--- config.mk ---
export PLATFORM = sky130hd
export DESIGN_NAME = display_scanner
export DESIGN_NICKNAME = d
export VERILOG_FILES = /design/src/rtl/display_pkg.sv /design/src/rtl/bcd_converter.sv /design/src/rtl/display_scanner.sv
export SDC_FILE = /design/constraint.sdc
export NUM_CORES = 1
export LEC_CHECK = 0
export ABC_AREA = 0
export ABC_CLOCK_PERIOD_IN_PS = 2500
export CAP_MARGIN = 20
export CORE_UTILIZATION = 40
export DETAILED_ROUTE_END_ITERATION = 6
export PLACE_DENSITY = 0.68
export RECOVER_POWER = 100
export SLEW_MARGIN = 25
export SYNTH_ARGS = -nofsm -noshare
export SYNTH_HDL_FRONTEND = slang
export SYNTH_SLANG_ARGS = --single-unit
--- constraint.sdc ---
create_clock -name clk -period 2.5 [get_ports clk]
set_input_delay 0.625 -clock clk [delete_from_list [all_inputs] [get_ports clk]]
set_output_delay 0.625 -clock clk [all_outputs]
set_load 0.05 [all_outputs]
--- src/rtl/display_pkg.sv ---
// Shared definitions for the credit display front end: character codes,
// display modes, converter states and the double-dabble nibble correction.
`timescale 1ns/1ps
package display_pkg;

    localparam int CREDIT_W    = 10;
    // Four BCD nibbles worth of room; the thousands position only ever needs 2 bits
    localparam int BCD_W       = 14;
    localparam int SHIFT_W     = CREDIT_W + BCD_W;
    localparam int SHIFT_ITERS = 10;

    localparam logic [3:0] CODE_E     = 4'hA;
    localparam logic [3:0] CODE_N     = 4'hB;
    localparam logic [3:0] CODE_P     = 4'hC;
    localparam logic [3:0] CODE_DOT   = 4'hD;
    localparam logic [3:0] CODE_BLANK = 4'hF;

    typedef enum logic [1:0] {
        MODE_OFF    = 2'b00,
        MODE_CREDIT = 2'b01,
        MODE_PROMPT = 2'b10,
        MODE_ERROR  = 2'b11
    } mode_t;

    typedef enum logic [1:0] {
        CONV_IDLE   = 2'd0,
        CONV_SHIFT  = 2'd1,
        CONV_COMMIT = 2'd2
    } conv_state_t;

    // Double-dabble correction: a nibble of 5 or more gets 3 added before the shift
    function automatic logic [3:0] dabble_adjust(input logic [3:0] nib);
        return (nib >= 4'd5) ? (nib + 4'd3) : nib;
    endfunction

endpackage

--- src/rtl/bcd_converter.sv ---
// Multi-cycle shift-add (double-dabble) binary to BCD converter.
// Starts by itself whenever the input differs from the last value it loaded;
// done is high for the single COMMIT cycle, when the BCD outputs are final.
`timescale 1ns/1ps
module bcd_converter
    import display_pkg::*;
(
    input  logic                clk,
    input  logic                rst_n,
    input  logic [CREDIT_W-1:0] bin,
    output logic                busy,
    output logic                done,
    output logic [3:0]          hundreds,
    output logic [3:0]          tens,
    output logic [3:0]          units,
    output logic                overflow
);

    conv_state_t         state_reg, state_next;
    logic [SHIFT_W-1:0]  shift_reg, shift_next;
    logic [SHIFT_W-1:0]  adjusted;
    logic [3:0]          iter_reg, iter_next;
    logic [CREDIT_W-1:0] last_reg, last_next;
    logic                busy_reg, busy_next;
    logic                start;

    // Correct the three low BCD nibbles; binary part and thousands bits pass through
    assign adjusted[CREDIT_W-1:0] = shift_reg[CREDIT_W-1:0];
    generate
        for (genvar gi = 0; gi < 3; gi++) begin : g_dabble
            assign adjusted[CREDIT_W + 4*gi +: 4] = dabble_adjust(shift_reg[CREDIT_W + 4*gi +: 4]);
        end
    endgenerate
    assign adjusted[SHIFT_W-1:CREDIT_W+12] = shift_reg[SHIFT_W-1:CREDIT_W+12];

    assign start = (state_reg == CONV_IDLE) && (bin != last_reg);

    // Next-state logic: load on a new value, 10 shift iterations, one commit cycle
    always_comb begin
        state_next = state_reg;
        shift_next = shift_reg;
        iter_next  = iter_reg;
        last_next  = last_reg;
        unique case (state_reg)
            CONV_IDLE: begin
                if (start) begin
                    shift_next = {{BCD_W{1'b0}}, bin};
                    last_next  = bin;
                    iter_next  = 4'd0;
                    state_next = CONV_SHIFT;
                end
            end
            CONV_SHIFT: begin
                shift_next = {adjusted[SHIFT_W-2:0], 1'b0};
                iter_next  = iter_reg + 4'd1;
                if (iter_reg == 4'(SHIFT_ITERS - 1)) begin
                    state_next = CONV_COMMIT;
                end
            end
            CONV_COMMIT: begin
                state_next = CONV_IDLE;
            end
            default: begin
                state_next = CONV_IDLE;
            end
        endcase
        // A change already waiting in IDLE keeps busy up, so back-to-back
        // conversions read as one continuous busy window
        busy_next = (state_next != CONV_IDLE) || (bin != last_next);
    end

    // Converter state registers
    always_ff @(posedge clk or negedge rst_n) begin
        if (!rst_n) begin
            state_reg <= CONV_IDLE;
            shift_reg <= '0;
            iter_reg  <= 4'd0;
            last_reg  <= '0;
            busy_reg  <= 1'b0;
        end else begin
            state_reg <= state_next;
            shift_reg <= shift_next;
            iter_reg  <= iter_next;
            last_reg  <= last_next;
            busy_reg  <= busy_next;
        end
    end

    assign busy     = busy_reg;
    assign done     = (state_reg == CONV_COMMIT);
    assign units    = shift_reg[CREDIT_W     +: 4];
    assign tens     = shift_reg[CREDIT_W + 4 +: 4];
    assign hundreds = shift_reg[CREDIT_W + 8 +: 4];
    assign overflow = |shift_reg[SHIFT_W-1:CREDIT_W+12];

endmodule

--- src/rtl/display_scanner.sv ---
// Credit display front end: converts credit to BCD and time-multiplexes four
// character codes onto one segment decoder with active-low digit enables.
`timescale 1ns/1ps
module display_scanner
    import display_pkg::*;
#(
    parameter int REFRESH_DIV  = 50000,
    parameter int BLINK_FRAMES = 64
) (
    input  logic                clk,
    input  logic                rst_n,
    input  logic [CREDIT_W-1:0] credit,
    input  logic [1:0]          mode,
    output logic [3:0]          code,
    output logic [3:0]          digit_en_n,
    output logic                busy
);

    localparam int PRE_W = $clog2(REFRESH_DIV);
    localparam int FRM_W = $clog2(BLINK_FRAMES + 1);

    logic [PRE_W-1:0] presc_reg;
    logic             tick;
    logic [1:0]       scan_reg;
    logic [FRM_W-1:0] frame_reg;
    logic             phase_reg;
    logic [3:0]       hund_reg, tens_reg, units_reg;
    logic             ovf_reg;
    logic [3:0]       code_reg, en_n_reg;

    logic             conv_done;
    logic [3:0]       conv_hund, conv_tens, conv_units;
    logic             conv_ovf;

    mode_t            mode_sel;
    logic [3:0]       char_sel [4];

    bcd_converter u_conv (
        .clk      (clk),
        .rst_n    (rst_n),
        .bin      (credit),
        .busy     (busy),
        .done     (conv_done),
        .hundreds (conv_hund),
        .tens     (conv_tens),
        .units    (conv_units),
        .overflow (conv_ovf)
    );

    assign tick = (presc_reg == PRE_W'(REFRESH_DIV - 1));

    // Display BCD register: only finished conversions are ever copied in
    always_ff @(posedge clk or negedge rst_n) begin
        if (!rst_n) begin
            hund_reg  <= 4'd0;
            tens_reg  <= 4'd0;
            units_reg <= 4'd0;
            ovf_reg   <= 1'b0;
        end else if (conv_done) begin
            hund_reg  <= conv_hund;
            tens_reg  <= conv_tens;
            units_reg <= conv_units;
            ovf_reg   <= conv_ovf;
        end
    end

    // Refresh prescaler: wraps at REFRESH_DIV-1, producing one tick per digit slot
    always_ff @(posedge clk or negedge rst_n) begin
        if (!rst_n) begin
            presc_reg <= '0;
        end else if (tick) begin
            presc_reg <= '0;
        end else begin
            presc_reg <= presc_reg + PRE_W'(1);
        end
    end

    // Character selection per digit position for the current mode and data
    always_comb begin
        mode_sel = mode_t'(mode);
        for (int d = 0; d < 4; d++) begin
            char_sel[d] = CODE_BLANK;
        end
        case (mode_sel)
            MODE_CREDIT: begin
                if (ovf_reg) begin
                    char_sel[3] = CODE_E;
                    char_sel[2] = CODE_DOT;
                    char_sel[1] = CODE_E;
                    char_sel[0] = CODE_E;
                end else begin
                    char_sel[3] = hund_reg;
                    char_sel[2] = CODE_DOT;
                    char_sel[1] = tens_reg;
                    char_sel[0] = units_reg;
                end
            end
            MODE_PROMPT: begin
                char_sel[3] = CODE_E;
                char_sel[2] = CODE_N;
            end
            MODE_ERROR: begin
                char_sel[3] = phase_reg ? CODE_E : CODE_BLANK;
            end
            default: begin
                // OFF: all blank, scanning keeps running
            end
        endcase
    end

    // Scan register: scan_reg names the digit lit on the next tick; code and
    // enable are loaded together so a digit never shows another digit's code
    always_ff @(posedge clk or negedge rst_n) begin
        if (!rst_n) begin
            scan_reg <= 2'd0;
            code_reg <= CODE_BLANK;
            en_n_reg <= 4'b1111;
        end else if (tick) begin
            scan_reg <= scan_reg + 2'd1;
            code_reg <= char_sel[scan_reg];
            en_n_reg <= ~(4'b0001 << scan_reg);
        end
    end

    // Blink timing: count frames on the tick lighting digit 3, toggle phase on wrap
    always_ff @(posedge clk or negedge rst_n) begin
        if (!rst_n) begin
            frame_reg <= '0;
            phase_reg <= 1'b0;
        end else if (tick && (scan_reg == 2'd3)) begin
            if (frame_reg == FRM_W'(BLINK_FRAMES - 1)) begin
                frame_reg <= '0;
                phase_reg <= ~phase_reg;
            end else begin
                frame_reg <= frame_reg + FRM_W'(1);
            end
        end
    end

    assign code       = code_reg;
    assign digit_en_n = en_n_reg;

endmodule

; ---- Word level (Yosys, flattened, before mapping)
; Cells that the tools add are included.
[totals]
reg_bits = 88
latchBits = 0
mem_bits_rw = 0
romBits = 0
inputBits = 14
output_inout_bits = 9
word_cells = 73
n_memories = 0
[classes]
n_addsub = 7
n_mul = 0
div_mod_pow = 0
magnitude_cmp = 4
n_eq_ne = 12
n_shift = 1
n_mux = 22
bitwise_logic = 3
reduce_logical = 9
[ops]
columns = cell, count
row1 = $pmux W24 S2, 1
row2 = $mux W16, 2
row3 = $mux W24, 1
row4 = $mux W4, 6
row5 = $mux W10, 2
row6 = $ne A10 B10 Y1, 2
row7 = $add A16 B1 Y16 const B, 1
row8 = $eq A16 B16 Y1 const B, 1
row9 = $pmux W4 S2, 2
row10 = $add A4 B2 Y4 const B, 3
row11 = $ge A4 B3 Y1 const B, 3
row12 = $pmux W4 S3, 1
row13 = $bmux W4 S2, 1
row14 = $eq A2 B2 Y1 const B, 4
row15 = $mux W8, 1
row16 = $add A7 B1 Y7 const B, 1
row17 = $eq A7 B6 Y1 const B, 1
row18 = $mux W7, 1
row19 = $add A4 B1 Y4 const B, 1
row20 = $eq A2 B1 Y1 const B, 2
row21 = $eq A4 B4 Y1 const B, 1
row22 = $mux W2, 2
row23 = $not A4 Y4, 1
row24 = $pmux W2 S2, 1
row25 = 13 further kinds, 16

; ---- Logic depth before layout (Yosys ltp)
; Gate-level depths: netlist of the first run.
[depth]
depth_word = 6
mapped_depth = 7
depth_no_buf = 7

; ---- By module
; From an unflattened synthesis of the first run, not the netlist that was laid out.
[hier_totals]
hier_cells = 444
area_unflattened_um2 = 4548.1
[by_module_without_submodules]
columns = mod, n_inst, cells_each, area_each_um2
row1 = bcd_converter, 1, 240, 2296.0
row2 = display_scanner, 1, 204, 2252.2

; ---- Least setup slack after synthesis of the first run
; Ideal clock, no wire load.
[synth_timing]
kind = input -> register
from = in credit[7]
to = reg u_conv.last_reg[0]
arrival_ns = 1.685
required_time_ns = 2.375
slack_ns = 0.690
stages = 5
path_cell_list = xnor2_1 > nand4_1 > o31a_1 > buf_6 > mux2_4
[synth_via]
elab_chain_cells = 4
[synth_rtl]
columns = item, line
row1 = "start, declared", display_scanner.sv:12  ; input logic [CREDIT_W-1:0] credit,
row2 = $ne A10 B10 Y1, bcd_converter.sv:36  ; assign start = (state_reg == CONV_IDLE) && (bin != last_reg);
row3 = $logic_and A1 B1 Y1, bcd_converter.sv:36
row4 = $mux W10, bcd_converter.sv:46  ; if (start) begin
row5 = $mux W10, bcd_converter.sv:44  ; unique case (state_reg)
row6 = net u_conv.last_next[0], bcd_converter.sv:23  ; logic [CREDIT_W-1:0] last_reg, last_next;
row7 = "end signal, assigned", bcd_converter.sv:84  ; last_reg <= last_next;
row8 = "end, declared", bcd_converter.sv:23
; The timed path passes the listed nets, and every way through them passes these cells.
; A chain may end at the register's enable or synchronous reset.

; ---- Worst setup path after layout of the first run
[layout_timing]
from = reg code_reg[3], in the netlist code[3]
to = out code[3]
[layout_lines]
columns = item, line
row1 = "start, declared", display_scanner.sv:29  ; logic [3:0] code_reg, en_n_reg;
row2 = "start signal, assigned", display_scanner.sv:120  ; code_reg <= char_sel[scan_reg];
row3 = "end, declared", display_scanner.sv:14  ; output logic [3:0] code,
; No word-level cell between the ends.

==> impl_metrics.yaml, run 1 <==
synth:
  synth_flop_cell: "dfrtp_1"
  synth.largest_area_cell: "dfrtp_1"
  yosysWarnings: 0
  synth_edf_count: 0
  ys_seq_area_share_pct: 52.1
  avgSynthCellArea_sq_um: 10.4
  netlist.area_leader.share_pct: 47.2
  synth_area_leaders: "dfrtp_1 47%, xnor2_1 5.4%, dfstp_2 5.0%, nand2_1 5.0%, ha_1 4.1%"
  synth_nets: 436
  async_flop_share_pct: 100
  synth_area_sq_um: 4240
  synthCells: 408
  ys_types: 50
  yosys_register_bits: 88
clock_network:
  cts_tree: "built"
  cts_resized: 0
  postCtsSetupBuffers: 0
  clk_root_buffer_cell: "clkbuf_8"
  clk_latency_ps: 350
  cts_sinks: 88
  clkTransAtPathRegs_ps: 90
  cts_made_buffers: 9
  hold_buffers: 0
  clockBufferDepth: 2
  htree_levels: 3
power:
  switching_power_w: 0.00155
  p_total_w: 0.00450
  clkPwrFrac_pct: 22.0
  peakVddDrop_mv: 0.551
  switching_share_pct: 34.4
  p_int_w: 0.00295
  pwr-share-seq_pct: 47.0
  p_comb_share_pct: 31.0
  p_leak_nw: 2.06
  p_per_area_nw_per_um2: 935
critical_path:
  worstSetupPathType: "register to primary output"
  worst_setup_path_start_kind: "register"
  timing.rr.start: "u_conv.state_reg[0]"
  r2r_end: "u_conv.last_reg[5]"
  worst_path_largest_cell_delay_ps: 870
  path_depth: 1
  cp_cell_sequence: "dlygate4sd3_1"
  critical-path-top-delay-family: "buffers and inverters"
  cp_max_fo: 2
  path_buf_inv: 1
  r2r_setup_slack_ps: 550
  cp-startpoint: "code[3]"
  cp.arrival_ps: 1770
  critPathSlowestCell: "dlygate4sd3_1"
  endpoint_kind: "primary output"
  worst-r2r-cell-count: 5
  worstPathRequired_ps: 1880
  crit_end: "code[3]"
drt:
  drt-total-wl_mm: 7.85
  drc: 0
  num_vias: 2980
  drt-met1-wl_mm: 3.66
  via_per_inst: 5.16
  drt_iter0_drc: 145
  firstDrtPassIters: 4
  drtAntennaViolNets: 0
  wl_met3_microns: 300
  wl_per_cell_microns: 13.6
  route.met2.wl_mm: 3.82
  highest-signal-layer: "met4"
floorplan:
  pin_count: 23
  initial_core_util_pct: 41.1
  dieArea_sq_um: 11000
  coreArea_sq_um: 10300
  die_w_microns: 105
  die_y_microns: 105
  rows: 37
placed_design:
  port_buffers: 22
  dp_cells: 561
  gp_congestion: 0.792
  place.detailed.hpwl_mm: 5.44
layout:
  diodes: 0
  drive_gt1_share_pct: 11.3
  final_cell_count_no_fill: 577
  num-fill-cells: 958
  syn_to_final_growth_pct: 13.3
  nets: 464
  largest_register_ffs: 24
sta:
  min_period_over_period_pct: 95.7
  finalSetupViolations: 0
  finalClockSkew_ps: 13.9
  fin_tns_setup_ps: 0
  min_period_ps: 2390
  worstMarginPinSlew_ps: 973
  fmax_mhz: 418
  finalHoldViolations: 0
  rsz0062_at_grt: "no"
  slew_headroom_pct: 35.2
  drv_slew: 0
grt:
  grt_overflow: 0
  grt_max_degree: 73
  antenna_found_initial: 0
  grtUsageTotal_pct: 15.5
  grt_pass1_wl_mm: 13.7
  grt_pass1_vias: 2910
status:
  status: "finished clean"
hold_path:
  hold_class: "input port to async pin"
job:
  max-cap-violations: 0
power groups by stage:
| stage | Combinational (W) | Clock (W) | Sequential, W |
|---|---|---|---|
| after floorplan | 0.00112 | 0 | 0.00203 |
| after global placement | 0.00139 | 0 | 0.00212 |
| after detailed placement | 0.00146 | 0 | 0.00214 |
| after CTS | 0.00146 | 0.00102 | 0.00211 |
| after global routing | 0.00157 | 0.00108 | 0.00216 |
| final | 0.00139 | 0.000991 | 0.00211 |
cells by family after synthesis:
family                     share of synthesized area, %
AOI/OAI and AO/OA                                  11.8
xor gates and xnor gates                           7.22
adders and majority gates                          4.13
buffers and inverters                              2.83
DFF                                                52.1
muxes                                              5.34
and+or+nand+nor                                    16.6
cell usage after synthesis (8+ instances only):
library cell,number
dfrtp_1,80
nand2_1,56
o21ai_0,31
nor2_1,28
xnor2_1,26
ha_1,14
nand3_1,14
mux2_2,13
inv_1,10
o21ai_1,10
clkbuf_1,9
nand2b_1,9
xor2_1,9
a21oi_1,8
dfstp_2,8
o22ai_1,8
worst min path at each step:
stage	start	endpoint	slack, ps	cells after the start
2_1_floorplan	rst_n	frame_reg[0]	330	0
3_3_place_gp	units_reg[0]	units_reg[0]	460	2
3_5_place_dp	hund_reg[0]	hund_reg[0]	470	2
4_1_cts	rst_n	presc_reg[13]	110	1
5_1_grt	rst_n	presc_reg[12]	420	1
6_report	rst_n	presc_reg[13]	350	1
final cells by class:
| class | instances | area [sq um] | share of cell area [%] |
|---|---|---|---|
| Timing Repair Buffer | 34 | 298 | 6.19 |
| Sequential cell | 88 | 2210 | 46.0 |
| Inverter | 10 | 37.5 | 0.780 |
| Multi-Input combinational cell | 293 | 1890 | 39.4 |
| Clock buffer | 11 | 141 | 2.94 |
| Tap cell | 136 | 170 | 3.54 |
| Clock inverter | 5 | 56.3 | 1.17 |
per-stage QoR:
stage / hold slack, ps / setup slack, ps / util, % / area [sq um]
detailed placement: 469 / 66.3 / 45.2 / 4660
global placement: 462 / 95.6 / 45.2 / 4660
global route: 418 / 62.1 / 46.6 / 4810
finish: 350 / 108 / 46.6 / 4810
floorplan: 329 / 690 / - / 4240
CTS: 110 / 156 / 47.1 / 4860
layer usage:
layer,global-route usage [%],up-vias
met5,0,-
met4,5.53,0
met3,3.43,6
met2,25.4,58
met1,20.1,1446
li1,-,1470
layout by cell type, fill, tap and decap left out, drive strengths merged, types with 4 or more instances in the layout:
cell and instances:
dfrtp 80, clkbuf 18, mux2i 5, nand2 57, buf 6, nor2b 5, xor2 9, ha 14
o21ai 41, nor2 29, dfstp 8, and3 4, o22ai 8, inv 11, nor3 5, xnor2 26
nand3 14, a22oi 7, a21oi 8, nand4 5, a21o 4, dlygate4sd3 9, a221o 4, mux2 15
nand2b 9, clkdlybuf4s50 12
Note: power is estimated with default switching activity, not from simulation.
==> run 2, diff against run 1 <==
- DONT_BUFFER_PORTS: unset -> 1
- PLACE_DENSITY: 0.68 -> 0.65
==> run 2 against run 1 <==
Against the previous run: count of clock-buffer cells in the layout shrank 2; cell count is 4.5% lower; first-iteration DRC count decreased by 5.5%; non-clock buffer count fell by 26; critical path depth increased by 4; largest cell class unchanged; largest power group unchanged.
==> impl_metrics.yaml, run 2 (synthesis gave the netlist of run 1 again) <==
layout:
  nets: 438
  syn_to_final_growth_pct: 7.28
  largest_register_ffs: 24
  layout_common_cells: "80 x dfrtp_1, 57 x nand2_1, 39 x o21ai_0"
  final_area_sq_um: 4550
  final_common_cell: "dfrtp_1"
  drive_gt1_share_pct: 9.88
  diodes: 0
  post-route-util_pct: 44.1
  final_cell_count_no_fill: 551
clock_network:
  cts_resized: 0
  cts_made_buffers: 9
  htree_levels: 3
  clockBufferDepth: 2
  cts_tree: "built"
  clkTransAtPathRegs_ps: 90
  clk_root_buffer_cell: "clkbuf_8"
  clk_latency_ps: 360
  cts_sinks: 88
critical_path:
  worst_setup_path_start_kind: "register"
  worstSetupPathType: "register to register"
  worstPathRequired_ps: 2740
  cp.arrival_ps: 2320
  critPathSlowestCell: "dfrtp_1"
  cp_cell_sequence: "nor2_2 > clkbuf_1 > o31a_1 > buf_4 > mux2_1"
  cp_max_fo: 11
  worst_path_largest_cell_delay_ps: 490
  endpoint_kind: "register"
sta:
  worstMarginPinSlew_ps: 806
  slew_headroom_pct: 45.9
  drv_slew: 0
  finalClockSkew_ps: 12.7
  min_period_ps: 2070
  fmax_mhz: 482
  fin_tns_setup_ps: 0
  min_period_over_period_pct: 83.0
  finalHoldViolations: 0
  rsz0062_at_grt: "no"
  setup_ws_ps: 426
  finalSetupViolations: 0
grt:
  grt_pass1_wl_mm: 13.0
  grt_max_degree: 81
  antenna_found_initial: 0
  grt_overflow: 0
  grt_pass1_vias: 2763
  grtUsageTotal_pct: 14.7
floorplan:
  initial_core_util_pct: 41.1
  die_y_microns: 105
  pin_count: 23
  dieArea_sq_um: 11000
  coreArea_sq_um: 10300
  die_w_microns: 105
  rows: 37
power:
  switching_share_pct: 35.5
  p_leak_nw: 1.94
  pwr-share-seq_pct: 48.9
  p_per_area_nw_per_um2: 948
  p_int_w: 0.00279
  p_comb_share_pct: 30.4
  switching_power_w: 0.00153
  clkPwrFrac_pct: 20.7
  peakVddDrop_mv: 0.559
placed_design:
  place.detailed.hpwl_mm: 5.16
  placed_cell_area_sq_um: 4380
  gp_congestion: 0.781
  port_buffers: 0
  pre_cts_ws_ps: 394
  dp_cells: 534
drt:
  drt-total-wl_mm: 7.49
  firstDrtPassIters: 4
  num_vias: 2844
  wl_per_cell_microns: 13.6
  via_per_inst: 5.16
  drtAntennaViolNets: 0
  drc: 0
  drt_iter0_drc: 137
status:
  status: "finished clean"
hold_path:
  hold_class: "input port to async pin"
job:
  max-cap-violations: 0
==> run 2: per-layer routing <==
metal,up-vias,GRT usage [%],share of wire [%]
li1,1416,-,-
met1,1378,18.4,47
met2,38,24.1,47
met3,12,4.24,4.1
met4,0,5.43,1.4
met5,-,0,0
==> run 2: final timing paths <==
kind / from / endpoint / slack, ps / cells after the start
worst max-delay path: u_conv.state_reg[0] / u_conv.last_reg[5] / 430 / 5
worst min-delay path: rst_n / code[2] / 90 / 0
worst max register to register: u_conv.state_reg[0] / u_conv.last_reg[5] / 430 / 5
worst min register to register: frame_reg[5] / frame_reg[5] / 480 / 1
max in group asynchronous: rst_n / u_conv.shift_reg[16] / 2010 / 1
min in group clk: credit[3] / u_conv.last_reg[3] / 400 / 2
==> run 2: cell type report <==
cell class	count	area [sq um]
Fill cell	992	5770
Clock inverter	7	56.3
Multi-Input combinational cell	293	1880
Clock buffer	9	124
Sequential cell	88	2210
Inverter	10	37.5
Timing Repair Buffer	8	70.1
Tap cell	136	170
==> run 2: what timing repair did <==
action	CTS	global route
setup buffers	0	0
hold buffers	1	0
endpoints found under the hold margin	80	0
setup endpoints to repair	0	0
==> run 2: critical path, delay by kind of cell, from the launching register on <==
family | cells | cell delay, ps
simple gates | 1 | 130
buf+inv | 2 | 610
mux | 1 | 330
compound gates | 1 | 390
flops | 1 | 490
==> run 2: power by group through the flow <==
stage          Combinational [W]  Clock, W  Sequential (W)
5_1_grt                  0.00150  0.000986         0.00217
3_5_place_dp             0.00134         0         0.00214
2_1_floorplan            0.00112         0         0.00203
4_1_cts                  0.00138  0.000937         0.00212
3_3_place_gp             0.00129         0         0.00212
6_report                 0.00131  0.000893         0.00211
==> run 2: stage by stage <==
step	hold slack, ps	total power, W
floorplan	329	0.00315
global route	61.6	0.00466
finish	94.7	0.00432
detailed placement	332	0.00349
CTS	67.3	0.00443
global placement	332	0.00341
